## src/rtl/riscv_run_sequencer.sv

```systemverilog
// -----------------------------------------------------------------------------
// riscv_run_sequencer
// Run controller for NUM_HARTS pipelined RV32I cores. It pulses the cores'
// reset, counts run cycles and snoops each hart's store bus for the TOHOST
// completion write. It then reports pass, fail or timeout, together with the
// first failing hart and its code.
//
// Ports
//   i_clk, i_rst     clock; synchronous active-high reset
//   i_start          pulse: begin a run (accepted in IDLE or DONE)
//   i_timeout        run-cycle limit, 0 = unlimited, latched on start
//   o_core_rstn      active-low reset to each core
//   i_wr_valid/addr/data  per-hart store bus, hart h at [h*W +: W]
//   o_busy, o_done   RESET/RUN, DONE status
//   o_pass, o_timeout     verdict, valid with o_done
//   o_hart_done      per-hart completion seen this run
//   o_fail_hart      one-hot first failing hart
//   o_fail_code      first failure code (data >> 1)
//   o_cycles         run-cycle count (saturating)
// -----------------------------------------------------------------------------
module riscv_run_sequencer #(
    parameter int                NUM_HARTS   = 1,
    parameter int                ADDR_W      = 32,
    parameter int                DATA_W      = 32,
    parameter int                CNT_W       = 32,
    parameter int                RST_CYCLES  = 2,
    parameter logic [ADDR_W-1:0] TOHOST_ADDR = 32'h0000_1000
) (
    input  logic                        i_clk,
    input  logic                        i_rst,
    input  logic                        i_start,
    input  logic [CNT_W-1:0]            i_timeout,
    output logic [NUM_HARTS-1:0]        o_core_rstn,
    input  logic [NUM_HARTS-1:0]        i_wr_valid,
    input  logic [NUM_HARTS*ADDR_W-1:0] i_wr_addr,
    input  logic [NUM_HARTS*DATA_W-1:0] i_wr_data,
    output logic                        o_busy,
    output logic                        o_done,
    output logic                        o_pass,
    output logic                        o_timeout,
    output logic [NUM_HARTS-1:0]        o_hart_done,
    output logic [NUM_HARTS-1:0]        o_fail_hart,
    output logic [DATA_W-1:0]           o_fail_code,
    output logic [CNT_W-1:0]            o_cycles
);

    localparam int RC_W = (RST_CYCLES > 1) ? $clog2(RST_CYCLES + 1) : 1;

    typedef enum logic [1:0] {
        ST_IDLE  = 2'd0,
        ST_RESET = 2'd1,
        ST_RUN   = 2'd2,
        ST_DONE  = 2'd3
    } state_t;

    state_t               state_r;
    logic [RC_W-1:0]      rst_cnt_r;
    logic [CNT_W-1:0]     limit_r;
    logic [NUM_HARTS-1:0] core_rstn_r;
    logic                 busy_r;
    logic                 done_r;
    logic                 pass_r;
    logic                 timeout_r;
    logic [NUM_HARTS-1:0] hart_done_r;
    logic [NUM_HARTS-1:0] fail_hart_r;
    logic [DATA_W-1:0]    fail_code_r;
    logic [CNT_W-1:0]     cycles_r;

    logic [NUM_HARTS-1:0] hit_s;
    logic [NUM_HARTS-1:0] fail_s;
    logic [NUM_HARTS-1:0] fail_pick_s;
    logic [DATA_W-1:0]    fail_code_s;
    logic [NUM_HARTS-1:0] new_done_s;
    logic                 all_done_s;
    logic                 tmo_hit_s;
    logic [CNT_W-1:0]     cycles_inc_s;

    // Decode completion writes, pick the lowest failing hart and its code.
    always_comb begin
        hit_s       = '0;
        fail_s      = '0;
        fail_code_s = '0;
        for (int h = 0; h < NUM_HARTS; h++) begin
            hit_s[h]  = i_wr_valid[h] &&
                        (i_wr_addr[h*ADDR_W +: ADDR_W] == TOHOST_ADDR) &&
                        !hart_done_r[h];
            fail_s[h] = hit_s[h] && (i_wr_data[h*DATA_W +: DATA_W] != DATA_W'(1));
        end
        // Isolate the lowest set bit: lowest index wins a same-cycle tie.
        fail_pick_s = fail_s & ~(fail_s - NUM_HARTS'(1));
        for (int h = 0; h < NUM_HARTS; h++) begin
            fail_code_s = fail_code_s |
                          (fail_pick_s[h] ? (i_wr_data[h*DATA_W +: DATA_W] >> 1'b1)
                                          : {DATA_W{1'b0}});
        end
    end

    // Run-completion, timeout and saturating cycle-increment terms.
    always_comb begin
        new_done_s   = hart_done_r | hit_s;
        all_done_s   = &new_done_s;
        tmo_hit_s    = (limit_r != '0) && (cycles_r == (limit_r - CNT_W'(1)));
        cycles_inc_s = (cycles_r == '1) ? cycles_r : (cycles_r + CNT_W'(1));
    end

    // Run-control FSM with all outputs registered.
    always_ff @(posedge i_clk) begin
        if (i_rst) begin
            state_r     <= ST_IDLE;
            rst_cnt_r   <= '0;
            limit_r     <= '0;
            core_rstn_r <= '0;
            busy_r      <= 1'b0;
            done_r      <= 1'b0;
            pass_r      <= 1'b0;
            timeout_r   <= 1'b0;
            hart_done_r <= '0;
            fail_hart_r <= '0;
            fail_code_r <= '0;
            cycles_r    <= '0;
        end else begin
            case (state_r)
                ST_IDLE, ST_DONE: begin
                    core_rstn_r <= '0;
                    if (i_start) begin
                        state_r     <= ST_RESET;
                        rst_cnt_r   <= RC_W'(RST_CYCLES);
                        limit_r     <= i_timeout;
                        busy_r      <= 1'b1;
                        done_r      <= 1'b0;
                        pass_r      <= 1'b0;
                        timeout_r   <= 1'b0;
                        hart_done_r <= '0;
                        fail_hart_r <= '0;
                        fail_code_r <= '0;
                        cycles_r    <= '0;
                    end else begin
                        state_r <= state_r;
                    end
                end
                ST_RESET: begin
                    if (rst_cnt_r <= RC_W'(1)) begin
                        state_r     <= ST_RUN;
                        core_rstn_r <= '1;
                    end else begin
                        rst_cnt_r   <= rst_cnt_r - RC_W'(1);
                        core_rstn_r <= '0;
                    end
                end
                ST_RUN: begin
                    hart_done_r <= new_done_s;
                    // Only the first failure of the run is latched.
                    if ((fail_hart_r == '0) && (fail_s != '0)) begin
                        fail_hart_r <= fail_pick_s;
                        fail_code_r <= fail_code_s;
                    end else begin
                        fail_hart_r <= fail_hart_r;
                    end
                    if (all_done_s) begin
                        // Completion outranks a timeout in the same cycle.
                        state_r     <= ST_DONE;
                        busy_r      <= 1'b0;
                        done_r      <= 1'b1;
                        core_rstn_r <= '0;
                        pass_r      <= (fail_hart_r == '0) && (fail_s == '0);
                        timeout_r   <= 1'b0;
                        cycles_r    <= cycles_inc_s;
                    end else if (tmo_hit_s) begin
                        // The count stays at limit-1 on the timeout edge.
                        state_r     <= ST_DONE;
                        busy_r      <= 1'b0;
                        done_r      <= 1'b1;
                        core_rstn_r <= '0;
                        pass_r      <= 1'b0;
                        timeout_r   <= 1'b1;
                    end else begin
                        cycles_r    <= cycles_inc_s;
                    end
                end
                default: begin
                    state_r     <= ST_IDLE;
                    core_rstn_r <= '0;
                    busy_r      <= 1'b0;
                    done_r      <= 1'b0;
                end
            endcase
        end
    end

    assign o_core_rstn = core_rstn_r;
    assign o_busy      = busy_r;
    assign o_done      = done_r;
    assign o_pass      = pass_r;
    assign o_timeout   = timeout_r;
    assign o_hart_done = hart_done_r;
    assign o_fail_hart = fail_hart_r;
    assign o_fail_code = fail_code_r;
    assign o_cycles    = cycles_r;

endmodule

```

## config.mk

```make
export PLATFORM = sky130hd
export DESIGN_NAME = riscv_run_sequencer
export DESIGN_NICKNAME = d
export VERILOG_FILES = /design/src/rtl/riscv_run_sequencer.sv
export SDC_FILE = /design/constraint.sdc
export NUM_CORES = 1
export LEC_CHECK = 0
export CORE_UTILIZATION = 48
export DETAILED_ROUTE_END_ITERATION = 8
export HOLD_SLACK_MARGIN = 0.12
export MAX_ROUTING_LAYER = met4
export PLACE_DENSITY = 0.93
export REMOVE_ABC_BUFFERS = 1
export SLEW_MARGIN = 15
export SYNTH_ARGS = -nofsm -noshare
export SYNTH_HDL_FRONTEND = slang
export SYNTH_SLANG_ARGS = --single-unit
```

## constraint.sdc

```tcl
create_clock -name i_clk -period 3.7 [get_ports i_clk]
set_input_delay 1.11 -clock i_clk [delete_from_list [all_inputs] [get_ports i_clk]]
set_output_delay 1.11 -clock i_clk [all_outputs]
set_load 0.005 [all_outputs]
```

==> results.tsv, run 1 <==
metric	value	unit
Commonest cells post-synth	106 x dfxtp_1, 89 x nand2_1, 69 x a21oi_1	
vias	6394	
met3 Use GR	0.0605	
CTS tree	done	
Max Slew Vio Count	0	
Net Sw Frac	0.406	
Crit path required time	3.98	ns
Root Driver	clkbuf_16	
max_cap viols	0	
combinational power share	0.437	
placed inst area	7710	µm²
Reg power frac	0.335	
area grow syn2layout	36.9	%
clock network power share	0.228	
drt total wl	17800	µm
clock tree buffer depth	2	
final hold viol count	0	
Via density	6.15	
die area	12600	µm²
Layout Skew	0.0111	ns
wire per inst	17.1	µm
largest net degree at the start of global routing	48	
Slew @ Worst Pin	0.722	ns
Util after Layout	0.686	
Clock transition at path regs	0.07	ns
clk_lat worst skew	0.36	ns
P_sw	1.70	mW
Min Clock Period, post-route	3.46	ns
initial antenna violation count	0	
CTS Sinks	106	
total power	4.18	mW
EDFF count, synth	0	
R2R depth	12	
prevailing post-synth register cell	dfxtp_1	
Synth area leader	dfxtp_1	
Most Crowded Layer GR	met2	
Power Internal	2.48	mW
Netlist cell types	63	
sequential-to-total area share from yosys stat	0.363	
startpoint types	input port	
Ys Warns	0	
DRT iter0 DRCs	455	
reg-to-reg startpoint	limit_r[0]	
share of cells above drive strength 1	0.0714	
Worst Min Path Start	limit_r[30]	
R2R setup slack	0.27	ns
most numerous cell in the Yosys netlist	dfxtp_1	
number of global-route vias before repair	5931	
hpwl dp	13000	µm
worst hold margin	0.492	ns
hold depth	2	
Tot GR Track Use	0.291	
clock buffer count from CTS	9	
first-pass GRT wire length	28700	µm
row cnt	39	
max frequency	289	MHz
RSZ-0062 raised after global routing	false	
Ports	171	
P_leak	2.71	nW
Initial Util	0.501	
Die X	112	µm
Fillers	879	
post-route cell area	8000	µm²
Placeable Area	11700	µm²
htree depth	3	
Syn Std Cell Area	5850	µm²
met1 Use GR	0.343	
Pwr Density	523	nW/µm²
ANT nets after route	0	
cells after synthesis	732	
Yosys top cell area share	0.363	
crit-path max FO	47	
Die Y	112	µm
ys async rst share	0	
WP data arrival	3.74	ns
I/O Buffers	169	
syn avg cell area	7.99	µm²
GRT overflow	0	
period utilization	0.935	
post-synthesis register bit count	106	
Worst Hold Class	reg -> reg	
Setup TNS Final	0	ns
post-detailed-route DRC marker count	0	
dominant cells by area after synthesis	dfxtp_1 36%, a21oi_1 5.9%, nand2_1 5.7%, xnor2_1 4.2%, a22oi_1 4.1%	
reg-to-reg endpoint	o_cycles[30]	
CP Capture Type	flop	
antenna fix cells	0	
drt pass-1 iters	5	
nets	997	
CP Class	in -> reg	
status	finished clean	
Final setup viols	0	
gpl congestion	0.911	
Slew HR	0.518	
Peak VDD IR	315	µV
Hold EP	limit_r[30]	
met2 usage	0.488	
[cells in the final DEF (no fill, tap or decap), drive strengths merged, types with 28 or more instances in the layout]
master / Yosys / routed
nor2: 57 / 57
nand2: 89 / 89
or4: 32 / 32
xnor2: 28 / 28
a22oi: 32 / 32
clkdlybuf4s50: 0 / 168
o31ai: 29 / 29
nor4: 29 / 29
dfxtp: 106 / 106
a21oi: 69 / 69
[timing repair]
item	CTS	global route
buffers inserted	0	0
endpoints found under the setup margin	0	2
hold buffers	0	0
resized for setup	0	1
[worst max-delay path: stages]
cell	delay, ns
clkdlybuf4s50_1	0.40
nor4b_1	0.35
nand4_1	0.16
nor4_1	0.43
nor2_1	0.10
and2_1	0.22
and3_4	0.29
or4_1	0.50
a21oi_1	0.17
[how the worst max path moves through the flow]
stage / startpoint / to / slack, ns / cells past startpoint
final: i_wr_addr[15] / o_cycles[30] / 0.24 / 9
after global routing: i_wr_addr[15] / o_cycles[23] / 0.008 / 9
after CTS: i_wr_addr[15] / o_cycles[30] / 0.27 / 9
after detailed placement: i_wr_addr[15] / o_cycles[21] / -0.09 / 9
after global placement: i_wr_addr[12] / o_cycles[21] / -0.04 / 9
after floorplan: i_start / o_cycles[25] / -0.09 / 4
[sequential cells by signal, indices dropped and copies added (netlist names)]
register and cells:
state_r 2, o_core_rstn 1, o_busy 1, limit_r 32
o_done 1, o_timeout 1, o_fail_hart 1, rst_cnt_r 2
o_cycles 32, o_fail_code 31, o_pass 1, o_hart_done 1
[logic make-up after synthesis]
logic type                 count (synthesis)  share of synthesized area
xor gates and xnor gates                  38                     0.0569
and+or+nand+nor                          334                      0.311
adders and majority gates                  6                     0.0128
DFF                                      106                      0.363
other                                      1                   0.000642
muxes                                      7                     0.0122
buffers and inverters                     61                     0.0449
AOI/OAI and AO/OA                        179                      0.198
[through the flow]
step | instances | setup WS (ns)
2_1_floorplan | 690 | -0.0925
5_1_grt | 1039 | 0.00793
3_3_place_gp | 1023 | -0.0424
6_report | 1039 | 0.242
3_5_place_dp | 1023 | -0.0871
4_1_cts | 1039 | 0.270
[routing by layer]
metal | vias to the layer above | part of all wire
li1 | 3036 | -
met3 | 46 | 0.092
met2 | 370 | 0.50
met5 | - | 0
met4 | 0 | 0.027
met1 | 2942 | 0.38
[final cells by class]
cell class | instances | area [µm²] | area share
clock inverter | 7 | 65.1 | 0.00813
inverter | 19 | 71.3 | 0.00891
clock buffer | 9 | 225 | 0.0282
tap | 143 | 179 | 0.0224
timing repair buffer | 190 | 1870 | 0.234
sequential | 106 | 2120 | 0.265
multi-input combinational | 565 | 3470 | 0.434
[power by group through the flow]
| stage | Sequential [mW] | Clock [mW] | Combinational, mW |
|---|---|---|---|
| after floorplan | 1.38 | 0 | 1.19 |
| after global placement | 1.42 | 0 | 1.72 |
| after detailed placement | 1.42 | 0 | 1.77 |
| after CTS | 1.40 | 0.960 | 1.79 |
| after global routing | 1.42 | 1.01 | 2.00 |
| final | 1.40 | 0.955 | 1.83 |
Note: power is estimated with default switching activity, not from simulation.
==> run 2, diff against run 1 <==
- GPL_TIMING_DRIVEN: unset -> 1
==> results of run 2 <==
Final layout, timing and power as in run 1 (identical DEF).
